===== src/rtl/kronos_types.sv =====
// rtl/kronos_types.sv - Kronos shared ALU opcodes and execute-stage entry type
package kronos_types;

  localparam logic [3:0] ALU_ADD  = 4'd0;
  localparam logic [3:0] ALU_SUB  = 4'd1;
  localparam logic [3:0] ALU_SLT  = 4'd2;
  localparam logic [3:0] ALU_SLTU = 4'd3;
  localparam logic [3:0] ALU_XOR  = 4'd4;
  localparam logic [3:0] ALU_OR   = 4'd5;
  localparam logic [3:0] ALU_AND  = 4'd6;
  localparam logic [3:0] ALU_SLL  = 4'd7;
  localparam logic [3:0] ALU_SRL  = 4'd8;
  localparam logic [3:0] ALU_SRA  = 4'd9;

  typedef struct packed {
    logic [31:0] result;
    logic [4:0]  rd;
    logic        regwr;
  } ex_entry_t;

endpackage


===== src/rtl/kronos_alu.sv =====
// rtl/kronos_alu.sv - Kronos combinational 32-bit ALU
module kronos_alu import kronos_types::*; (
  input  logic [31:0] op1,
  input  logic [31:0] op2,
  input  logic [3:0]  aluop,
  output logic [31:0] result
);

  logic [4:0] shamt;
  assign shamt = op2[4:0];

  always_comb begin
    result = 32'd0;
    case (aluop)
      ALU_ADD:  result = op1 + op2;
      ALU_SUB:  result = op1 - op2;
      ALU_SLT:  result = {31'd0, $signed(op1) < $signed(op2)};
      ALU_SLTU: result = {31'd0, op1 < op2};
      ALU_XOR:  result = op1 ^ op2;
      ALU_OR:   result = op1 | op2;
      ALU_AND:  result = op1 & op2;
      ALU_SLL:  result = op1 << shamt;
      ALU_SRL:  result = op1 >> shamt;
      ALU_SRA:  result = $unsigned($signed(op1) >>> shamt);
      default:  result = 32'd0;
    endcase
  end

endmodule


===== src/rtl/kronos_ex_stage.sv =====
// rtl/kronos_ex_stage.sv - Kronos execute stage with write-back register and forwarding tap
// KRONOS_EX_SKID_EN selects a two-entry skid buffer with a registered decode_rdy.
module kronos_ex_stage import kronos_types::*; (
  input  logic        clk,
  input  logic        rstz,
  input  logic        flush,
  input  logic        decode_vld,
  output logic        decode_rdy,
  input  logic [31:0] decode_op1,
  input  logic [31:0] decode_op2,
  input  logic [3:0]  decode_aluop,
  input  logic [4:0]  decode_rd,
  input  logic        decode_regwr,
  output logic        execute_vld,
  input  logic        execute_rdy,
  output logic [31:0] execute_result,
  output logic [4:0]  execute_rd,
  output logic        execute_regwr,
  output logic        fwd_vld,
  output logic [4:0]  fwd_rd,
  output logic [31:0] fwd_data
);

  logic [31:0] alu_result;
  ex_entry_t   incoming;
  ex_entry_t   main_q;
  logic        main_vld;
  logic        in_hs;

  kronos_alu u_alu (
    .op1    (decode_op1),
    .op2    (decode_op2),
    .aluop  (decode_aluop),
    .result (alu_result)
  );

  assign incoming.result = alu_result;
  assign incoming.rd     = decode_rd;
  assign incoming.regwr  = decode_regwr;
  assign in_hs           = decode_vld & decode_rdy;

`ifdef KRONOS_EX_SKID_EN
  ex_entry_t skid_q;
  logic      skid_vld;

  assign decode_rdy = ~skid_vld;

  // skid only fills while main is stalled, so it is never occupied with main empty
  always_ff @(posedge clk or negedge rstz) begin
    if (!rstz) begin
      main_vld <= 1'b0;
      main_q   <= '0;
      skid_vld <= 1'b0;
      skid_q   <= '0;
    end else if (flush) begin
      main_vld <= 1'b0;
      skid_vld <= 1'b0;
    end else if (~main_vld | execute_rdy) begin
      if (skid_vld) begin
        main_q   <= skid_q;
        main_vld <= 1'b1;
        skid_vld <= 1'b0;
      end else if (in_hs) begin
        main_q   <= incoming;
        main_vld <= 1'b1;
      end else begin
        main_vld <= 1'b0;
      end
    end else if (in_hs) begin
      skid_q   <= incoming;
      skid_vld <= 1'b1;
    end
  end
`else
  logic out_hs;

  assign decode_rdy = ~main_vld | execute_rdy;
  assign out_hs     = main_vld & execute_rdy;

  always_ff @(posedge clk or negedge rstz) begin
    if (!rstz) begin
      main_vld <= 1'b0;
      main_q   <= '0;
    end else if (flush) begin
      main_vld <= 1'b0;
    end else if (in_hs) begin
      main_q   <= incoming;
      main_vld <= 1'b1;
    end else if (out_hs) begin
      main_vld <= 1'b0;
    end
  end
`endif

  assign execute_vld    = main_vld;
  assign execute_result = main_q.result;
  assign execute_rd     = main_q.rd;
  assign execute_regwr  = main_q.regwr;

  assign fwd_vld  = main_vld & main_q.regwr & (main_q.rd != 5'd0);
  assign fwd_rd   = main_q.rd;
  assign fwd_data = main_q.result;

endmodule


===== config.mk =====
export PLATFORM = sky130hd
export DESIGN_NAME = kronos_ex_stage
export DESIGN_NICKNAME = d
export VERILOG_FILES = /design/src/rtl/kronos_types.sv /design/src/rtl/kronos_alu.sv /design/src/rtl/kronos_ex_stage.sv
export SDC_FILE = /design/constraint.sdc
export NUM_CORES = 1
export LEC_CHECK = 0
export ABC_AREA = 0
export BUFFER_PORTS_ARGS = -buffer_cell sky130_fd_sc_hd__buf_4
export CAP_MARGIN = 40
export CORE_MARGIN = 2
export CORE_UTILIZATION = 40
export DETAILED_ROUTE_END_ITERATION = 6
export MAX_ROUTING_LAYER = met4
export PLACE_DENSITY = 0.64
export REMOVE_ABC_BUFFERS = 1
export SYNTH_ARGS = -nofsm -noshare
export SYNTH_HDL_FRONTEND = slang
export SYNTH_SLANG_ARGS = --single-unit

===== constraint.sdc =====
create_clock -name clk -period 2.42 [get_ports clk]
set_clock_uncertainty 0.1 [all_clocks]
set_input_delay 0.242 -clock clk [delete_from_list [all_inputs] [get_ports clk]]
set_output_delay 0.242 -clock clk [all_outputs]
set_load 0.05 [all_outputs]

==> out/results.tsv, run 1 <==
metric	value	unit
status	finished, violations left	
violations in the final reports	negative setup slack	
met1 track utilization from global routing	55.2	%
Synth top area share	11.7	%
worst hold path type	in2reg	
post-synthesis sequential element count	39	
required arrival time at the worst endpoint	2.51	ns
clock sink total	39	
worst setup slack after layout	-0.413	ns
Via density	6.25	
proportion of layout cells with a drive suffix above 1	49.4	%
synth warn	0	
WL per Instance	25.2	um
global placement routability congestion	1.01	
Clock Tree Buf Depth	2	
WP data arrival	2.92	ns
Post-route DRC	0	
Final Hold Vio Count	0	
met2 usage	63.4	%
Final TNS setup	-5.51	ns
final cycle utilization of the critical path	117	%
final core occ	67.3	%
nets@finish	2107	
wire length of the first global-routing pass	82.4	mm
number of placement rows	58	
antenna violation net count after detailed routing	0	
drt initial violations	1794	
detailed-route via count	14100	
Remaining Overflow, GRT	0	
top_reg_cell synth	sky130_fd_sc_hd__dfrtp_1	
root buffer cell	sky130_fd_sc_hd__clkbuf_16	
antenna violations before repair	1	
Setup violations, final	29	
Total Wirelength	57.0	mm
CTS HTree Levels	2	
Inserted Clock Buffers	5	
I/O pin count	157	
busiest layer in global routing	met2	
initial standard-cell utilization of the core	40.9	%
number of enable flip-flop cells after synthesis	0	
top cell type by total area after synthesis	sky130_fd_sc_hd__ha_1	
Setup Crit Path Kind	in2reg	
areal power density over the cells	375	nW/um^2
relative slew slack	39.4	%
Mapped Area	10300	um^2
Netlist cell types	86	
CP max FO	5	
DP HPWL	43.3	mm
count of maximum capacitance violations	0	
Clk pin slew, worst setup/hold paths	0.07	ns
instance count of the mapped netlist	1386	
total routing usage reported by global routing	42.3	%
CTS tree	yes	
Async SR Flop Fraction	100	%
actual transition at the worst max-transition pin	0.905	ns
synth top area cells	sky130_fd_sc_hd__ha_1, sky130_fd_sc_hd__dfrtp_1, sky130_fd_sc_hd__mux4_2	
leakage component of the power	7.86	nW
worst skew pair latency	0.31	ns
final design instance area without fill	17000	um^2
setup slack at placement	-1.09	ns
Seq/Total Area, Yosys	9.44	%
Mapped Avg Cell Area	7.46	um^2
pin count of the biggest net entering global routing	58	
largest voltage drop on the vdd net	0.000359	V
Core Region	25300	um^2
maximum clock frequency	0.353	GHz
max-slew violation total from the final report	0	
area grow syn2layout	64.3	%
sort of element at the start of the critical path	input pin	
number of global-route vias before repair	13100	
worst hold margin	0.0586	ns
met3 track utilization from global routing	10.3	%
Min Clock Period, post-route	2.83	ns
Detailed Routing Iterations Pass 1	6	
horizontal die dimension	165	um
die span in y	165	um
placed instance area	14700	um^2
full die area	27100	um^2
buffers added on ports	156	
endpoint kind of the worst setup timing path	flop	
RSZ-0062 raised after global routing	true	
[layout make-up]
| type | instances | area (um^2) |
|---|---|---|
| Fill cell | 2194 | 8270 |
| Timing Repair Buffer | 676 | 5580 |
| Sequential cell | 39 | 976 |
| Multi-Input combinational cell | 1107 | 9440 |
| Clock buffer | 7 | 153 |
| Tap cell | 330 | 413 |
| Clock inverter | 1 | 7.51 |
| Antenna cell | 1 | 2.50 |
| Inverter | 100 | 418 |
[cell usage in the layout (no fill, tap or decap), drive strengths merged, types with 26 or more instances in the layout]
cell and count:
a211oi 29, a21oi 127, a221oi 26, buf 671
dfrtp 39, ha 97, inv 98, mux2 29
mux2i 52, mux4 43, nand2 105, nor2 164
nor3 30, o211ai 28, o21ai 87
[power by group]
part | leakage (nW) | total [W] | switching, W | internal, W
clock network | 0.0761 | 0.000779 | 0.000338 | 0.000441
logic | 7.27 | 0.00476 | 0.00269 | 0.00206
registers | 0.508 | 0.000841 | 0.000104 | 0.000737
total | 7.86 | 0.00638 | 0.00314 | 0.00324
[Yosys cell counts, types with 5 or more instances]
cell type / count
sky130_fd_sc_hd__o2111ai_1: 7
sky130_fd_sc_hd__a21oi_1: 126
sky130_fd_sc_hd__mux2i_1: 51
sky130_fd_sc_hd__buf_4: 48
sky130_fd_sc_hd__nand4_1: 5
sky130_fd_sc_hd__a211oi_1: 28
sky130_fd_sc_hd__a22oi_1: 11
sky130_fd_sc_hd__o21bai_1: 11
sky130_fd_sc_hd__nor3_1: 30
sky130_fd_sc_hd__mux2_2: 29
sky130_fd_sc_hd__nor4_1: 9
sky130_fd_sc_hd__clkbuf_1: 58
sky130_fd_sc_hd__o211ai_1: 28
sky130_fd_sc_hd__ha_1: 97
sky130_fd_sc_hd__o21a_1: 11
sky130_fd_sc_hd__a221o_1: 8
sky130_fd_sc_hd__nor2_1: 164
sky130_fd_sc_hd__a22o_1: 6
sky130_fd_sc_hd__and3_1: 7
sky130_fd_sc_hd__o21ai_0: 84
sky130_fd_sc_hd__or3_1: 10
sky130_fd_sc_hd__inv_1: 97
sky130_fd_sc_hd__o221ai_1: 7
sky130_fd_sc_hd__nand3_1: 19
sky130_fd_sc_hd__o311a_1: 6
sky130_fd_sc_hd__mux4_2: 43
sky130_fd_sc_hd__a221oi_1: 24
sky130_fd_sc_hd__buf_6: 7
sky130_fd_sc_hd__nor2b_1: 11
sky130_fd_sc_hd__o31ai_1: 13
sky130_fd_sc_hd__xnor2_1: 25
sky130_fd_sc_hd__buf_1: 12
sky130_fd_sc_hd__nand2b_1: 11
sky130_fd_sc_hd__a21o_1: 13
sky130_fd_sc_hd__nand2_1: 105
sky130_fd_sc_hd__o41ai_1: 5
sky130_fd_sc_hd__dfrtp_1: 39
sky130_fd_sc_hd__buf_2: 15
sky130_fd_sc_hd__a31oi_1: 13
sky130_fd_sc_hd__o22ai_1: 8
[timing repair]
action | 4_1_cts | 5_1_grt
setup buffers | 45 | 15
setup endpoints to repair | 32 | 32
pin swaps | 81 | 62
endpoints found under the hold margin | 40 | 0
resized for setup | 247 | 87
cloned | 6 | 0
hold buffers | 2 | 0
[registers in the layout (all words and copies together), names as in the netlist]
signal	cells
execute_rd	5
execute_result	32
execute_vld	1
execute_regwr	1
[path summary, 6_finish.rpt]
path                                    from            endpoint  slack (ns)  cells past startpoint
max in group asynchronous               rstz  execute_result[27]        1.43                      2
min in group asynchronous               rstz   execute_result[9]        0.38                      2
min reg2reg                execute_result[2]   execute_result[2]        0.41                      2
max                           decode_op1[10]  execute_result[29]       -0.41                     14
min                             decode_rd[3]       execute_rd[3]        0.06                      2
max reg2reg                      execute_vld  execute_result[26]       -0.05                     10
[per-layer routing]
metal | wire length [um] | share of wire (%) | vias to the layer above
li1 | - | - | 6186
met1 | 22700 | 40 | 6762
met2 | 24600 | 43 | 993
met3 | 6990 | 12 | 195
met4 | 2720 | 4.8 | 0
met5 | 0 | 0 | -
[through the flow]
stage / total power [W] / std cells
detailed placement: 0.00489 / 2190
finish: 0.00638 / 2261
global route: 0.00661 / 2261
floorplan: 0.00284 / 1246
global placement: 0.00487 / 2190
CTS: 0.00610 / 2247
[critical path, stage by stage]
cell and delay, ns:
sky130_fd_sc_hd__buf_4 0.10, sky130_fd_sc_hd__clkinvlp_4 0.15, sky130_fd_sc_hd__ha_4 0.29, sky130_fd_sc_hd__buf_4 0.14
sky130_fd_sc_hd__or4_4 0.49, sky130_fd_sc_hd__a21oi_4 0.19, sky130_fd_sc_hd__nor2_2 0.05, sky130_fd_sc_hd__a211oi_2 0.21
sky130_fd_sc_hd__buf_4 0.17, sky130_fd_sc_hd__a221oi_4 0.10, sky130_fd_sc_hd__o31ai_4 0.31, sky130_fd_sc_hd__buf_4 0.17
sky130_fd_sc_hd__mux2i_2 0.22, sky130_fd_sc_hd__a21oi_1 0.09
[kinds of logic (layout without fill, tap and decap cells)]
family	count (synthesis)	after routing	synth area share, %
compound gates	460	460	30.0
simple gates	396	396	17.3
buf+inv	240	784	11.1
mux	124	124	17.6
fa+ha+maj	99	99	12.1
flops	39	39	9.44
xor+xnor	28	28	2.37
other cells	0	1	0
No activity file was read; power rests on OpenSTA's default activity.
==> run 2, diff against run 1 <==
--- a/config.mk
+++ b/config.mk
@@ -16,4 +16,5 @@
 export REMOVE_ABC_BUFFERS = 1
 export SYNTH_ARGS = -nofsm -noshare
 export SYNTH_HDL_FRONTEND = slang
+export SYNTH_HIERARCHICAL = 1
 export SYNTH_SLANG_ARGS = --single-unit
==> run 2 against run 1 <==
Effect of this change:
- the flow finishes with violations (design-rule violations, negative setup slack)
- global-route usage decreased by 2.8 points
- count of clock-buffer cells in the layout decreased by 2
- wire length decreased by 7.2%
- clock power is 6.4% higher
- sequential power is 7.3% higher
- area after synthesis decreased by 0.69%
- final area shrank 2.9%
- via count decreased by 7.3%
- first-iteration DRC count decreased by 13%
- non-clock buffer count is 46 lower
- critical endpoint is now execute_result[24]
- largest cell class unchanged
==> out/results.tsv, run 2 <==
metric	value	unit	change
Mapped Area	10300	um^2	-0.69%
CP max FO	4		-1
max-slew violation total from the final report	0		unchanged
total chip power	0.00682	W	+7.0%
root buffer cell	sky130_fd_sc_hd__clkbuf_16		
drt initial violations	1557		-13%
I/O pin count	157		unchanged
largest family of logic cells by synthesized area	compound AO/OA/AOI/OAI gates		
die span in y	164	um	-0.34%
full die area	27000	um^2	-0.67%
maximum clock frequency	0.324	GHz	-8.1%
Async SR Flop Fraction	100	%	unchanged
number of enable flip-flop cells after synthesis	0		unchanged
top cell type by total area after synthesis	sky130_fd_sc_hd__mux4_2		
violations in the final reports	design-rule violations, negative setup slack		
compound-cell area share of the yosys netlist	28.3	%	-1.8 points
initial standard-cell utilization of the core	40.8	%	-0.17 points
Inserted Clock Buffers	5		unchanged
leakage component of the power	7.62	nW	-3.1%
met2 usage	59.6	%	-3.7 points
Clock Tree Buf Depth	2		unchanged
global placement routability congestion	1.03		+2.5%
synth warn	6		+6
Via density	6.03		-3.5%
Netlist cell types	77		-10%
number of global-route vias before repair	12400		-5.9%
most common cell in the netlist	sky130_fd_sc_hd__nor2_1		
detailed-route via count	13100		-7.3%
proportion of layout cells with a drive suffix above 1	51.2	%	+1.8 points
buffers added on ports	156		unchanged
Mapped Avg Cell Area	7.66	um^2	+2.7%
Detailed Routing Iterations Pass 1	7		+1
count of maximum capacitance violations	0		unchanged
total routing usage reported by global routing	39.5	%	-2.8 points
clock sink total	39		unchanged
most common library cells after synthesis	sky130_fd_sc_hd__nor2_1, sky130_fd_sc_hd__a21oi_1, sky130_fd_sc_hd__ha_1, sky130_fd_sc_hd__o21ai_0		
post-synthesis sequential element count	39		unchanged
areal power density over the cells	414	nW/um^2	+10%
Min Clock Period, post-route	3.08	ns	+0.249 ns
placed instance area	14400	um^2	-2.6%
actual transition at the worst max-transition pin	0.848	ns	-0.0570 ns
pin count of the biggest net entering global routing	68		+17%
RSZ-0062 raised after global routing	true		
instance count of the mapped netlist	1340		-3.3%
top_reg_cell synth	sky130_fd_sc_hd__dfrtp_1		
wire length of the first global-routing pass	77.1	mm	-6.5%
busiest layer in global routing	met2		
horizontal die dimension	164	um	-0.34%
number of placement rows	58		unchanged
Seq/Total Area, Yosys	9.51	%	+0.066 points
WL per Instance	24.3	um	-3.4%
Total Wirelength	52.9	mm	-7.2%
WP data arrival	3.18	ns	+0.26 ns
Core Region	25200	um^2	-0.29%
xor/xnor share of the synthesized area	1.88	%	-0.50 points
status	finished, violations left		
most common library cell in the layout ignoring fill and taps	sky130_fd_sc_hd__buf_4		
sort of element at the start of the critical path	input pin		
CTS tree	yes		
final cycle utilization of the critical path	127	%	+10 points
highest-count cells in the layout ignoring fill and taps	sky130_fd_sc_hd__buf_4, sky130_fd_sc_hd__nor2_1, sky130_fd_sc_hd__nand2_1, sky130_fd_sc_hd__inv_1, sky130_fd_sc_hd__a21oi_1		
required arrival time at the worst endpoint	2.52	ns	about the same
CTS HTree Levels	2		unchanged
proportion of synthesized area in mux cells	20.7	%	+3.1 points
Synth top area share	12.1	%	+0.33 points
antenna violations before repair	0		-1
endpoint kind of the worst setup timing path	flop		
Fill cells	2213		+0.87%
worst skew pair latency	0.30	ns	about the same
nets@finish	2020		-4.1%
Setup violations, final	32		+10%
area grow syn2layout	60.6	%	
setup slack at placement	-1.14	ns	-0.0531 ns
met1 track utilization from global routing	54.7	%	-0.41 points
number of flip-flops under the largest register name	32		unchanged
Final Hold Vio Count	0		unchanged
synth top area cells	sky130_fd_sc_hd__mux4_2, sky130_fd_sc_hd__ha_1, sky130_fd_sc_hd__dfrtp_1		
diode count	0		-1
worst hold path type	in2reg		
Setup Crit Path Kind	in2reg		
antenna violation net count after detailed routing	0		unchanged
Clk pin slew, worst setup/hold paths	0.08	ns	about the same
relative slew slack	43.0	%	+3.6 points
met3 track utilization from global routing	5.35	%	-4.9 points
synthesized-area fraction occupied by and/or/nand/nor cells	16.5	%	-0.85 points
worst setup slack after layout	-0.662	ns	-0.249 ns
Adder-Cell Fraction of Synth Area	12.2	%	+0.084 points
Remaining Overflow, GRT	0		unchanged
final design instance area without fill	16500	um^2	-2.9%
Post-route DRC	7		+7
DP HPWL	41.0	mm	-5.4%
largest voltage drop on the vdd net	0.000418	V	+17%
run 2: power by group:
group / total, W / internal [W] / switching [W]
Combinational: 0.00509 / 0.00216 / 0.00294
Clock: 0.000829 / 0.000489 / 0.000340
Sequential: 0.000902 / 0.000779 / 0.000123
run 2: worst max-delay path, cell delays in order:
cell and delay (ns):
sky130_fd_sc_hd__buf_8 0.08, sky130_fd_sc_hd__clkinvlp_4 0.17, sky130_fd_sc_hd__ha_4 0.34, sky130_fd_sc_hd__o21ai_4 0.06, sky130_fd_sc_hd__o211ai_1 0.35, sky130_fd_sc_hd__nand2_1 0.18
sky130_fd_sc_hd__o31ai_4 0.47, sky130_fd_sc_hd__o211a_1 0.28, sky130_fd_sc_hd__o21ai_2 0.08, sky130_fd_sc_hd__o2bb2ai_2 0.16, sky130_fd_sc_hd__a311o_1 0.27, sky130_fd_sc_hd__a211o_1 0.23
sky130_fd_sc_hd__mux2_4 0.25
run 2: layout make-up:
| type | instances | area, um^2 | share of cell area (%) |
|---|---|---|---|
| Clock inverter | 3 | 43.8 | 0.266 |
| Timing Repair Buffer | 630 | 5170 | 31.4 |
| Multi-Input combinational cell | 1064 | 9370 | 56.8 |
| Tap cell | 330 | 413 | 2.50 |
| Sequential cell | 39 | 976 | 5.92 |
| Inverter | 102 | 387 | 2.34 |
| Clock buffer | 5 | 125 | 0.759 |
run 2: cells by family after synthesis:
logic type,count (synthesis)
adder cells (fa/ha/maj),99
multiplexers,131
flip-flops,39
AND/OR/NAND/NOR,375
XOR/XNOR,22
AO/OA/AOI/OAI,437
buffers and inverters,237
run 2: per-layer routing:
layer	up-vias	share of wire, %
met4	0	3.4
met1	6347	43
met5	-	0
met3	101	9.4
met2	768	45
li1	5894	-
run 2: path summary, 6_finish.rpt:
kind	from	endpoint	slack, ns	cells past startpoint
setup / recovery	decode_op2[4]	execute_result[24]	-0.66	13
hold / removal	flush	execute_vld	0.02	2
setup reg to reg	execute_vld	execute_rd[0]	0.74	4
hold reg to reg	execute_result[8]	execute_result[8]	0.44	1
max in group asynchronous	rstz	execute_rd[3]	1.36	2
min in group asynchronous	rstz	execute_result[10]	0.40	2
run 2: through the flow:
| stage | hold WS [ns] | utilization, % | instances | TNS [ns] |
|---|---|---|---|---|
| 2_1_floorplan | -0.154 | - | 1205 | -37.78 |
| 3_3_place_gp | 0.191 | 57.0 | 2115 | -25.79 |
| 3_5_place_dp | 0.201 | 57.0 | 2115 | -26.58 |
| 4_1_cts | 0.0133 | 62.8 | 2160 | -8.22 |
| 5_1_grt | 0.0103 | 65.5 | 2173 | -12.89 |
| 6_report | 0.0193 | 65.5 | 2173 | -11.53 |
run 2: timing repair:
item | 4_1_cts | 5_1_grt
pin swaps | 89 | 91
cloned | 7 | 1
setup endpoints to repair | 32 | 32
hold buffers | 1 | 0
setup buffers | 33 | 18
gates resized for setup | 200 | 126
hold endpoints to repair | 39 | 0
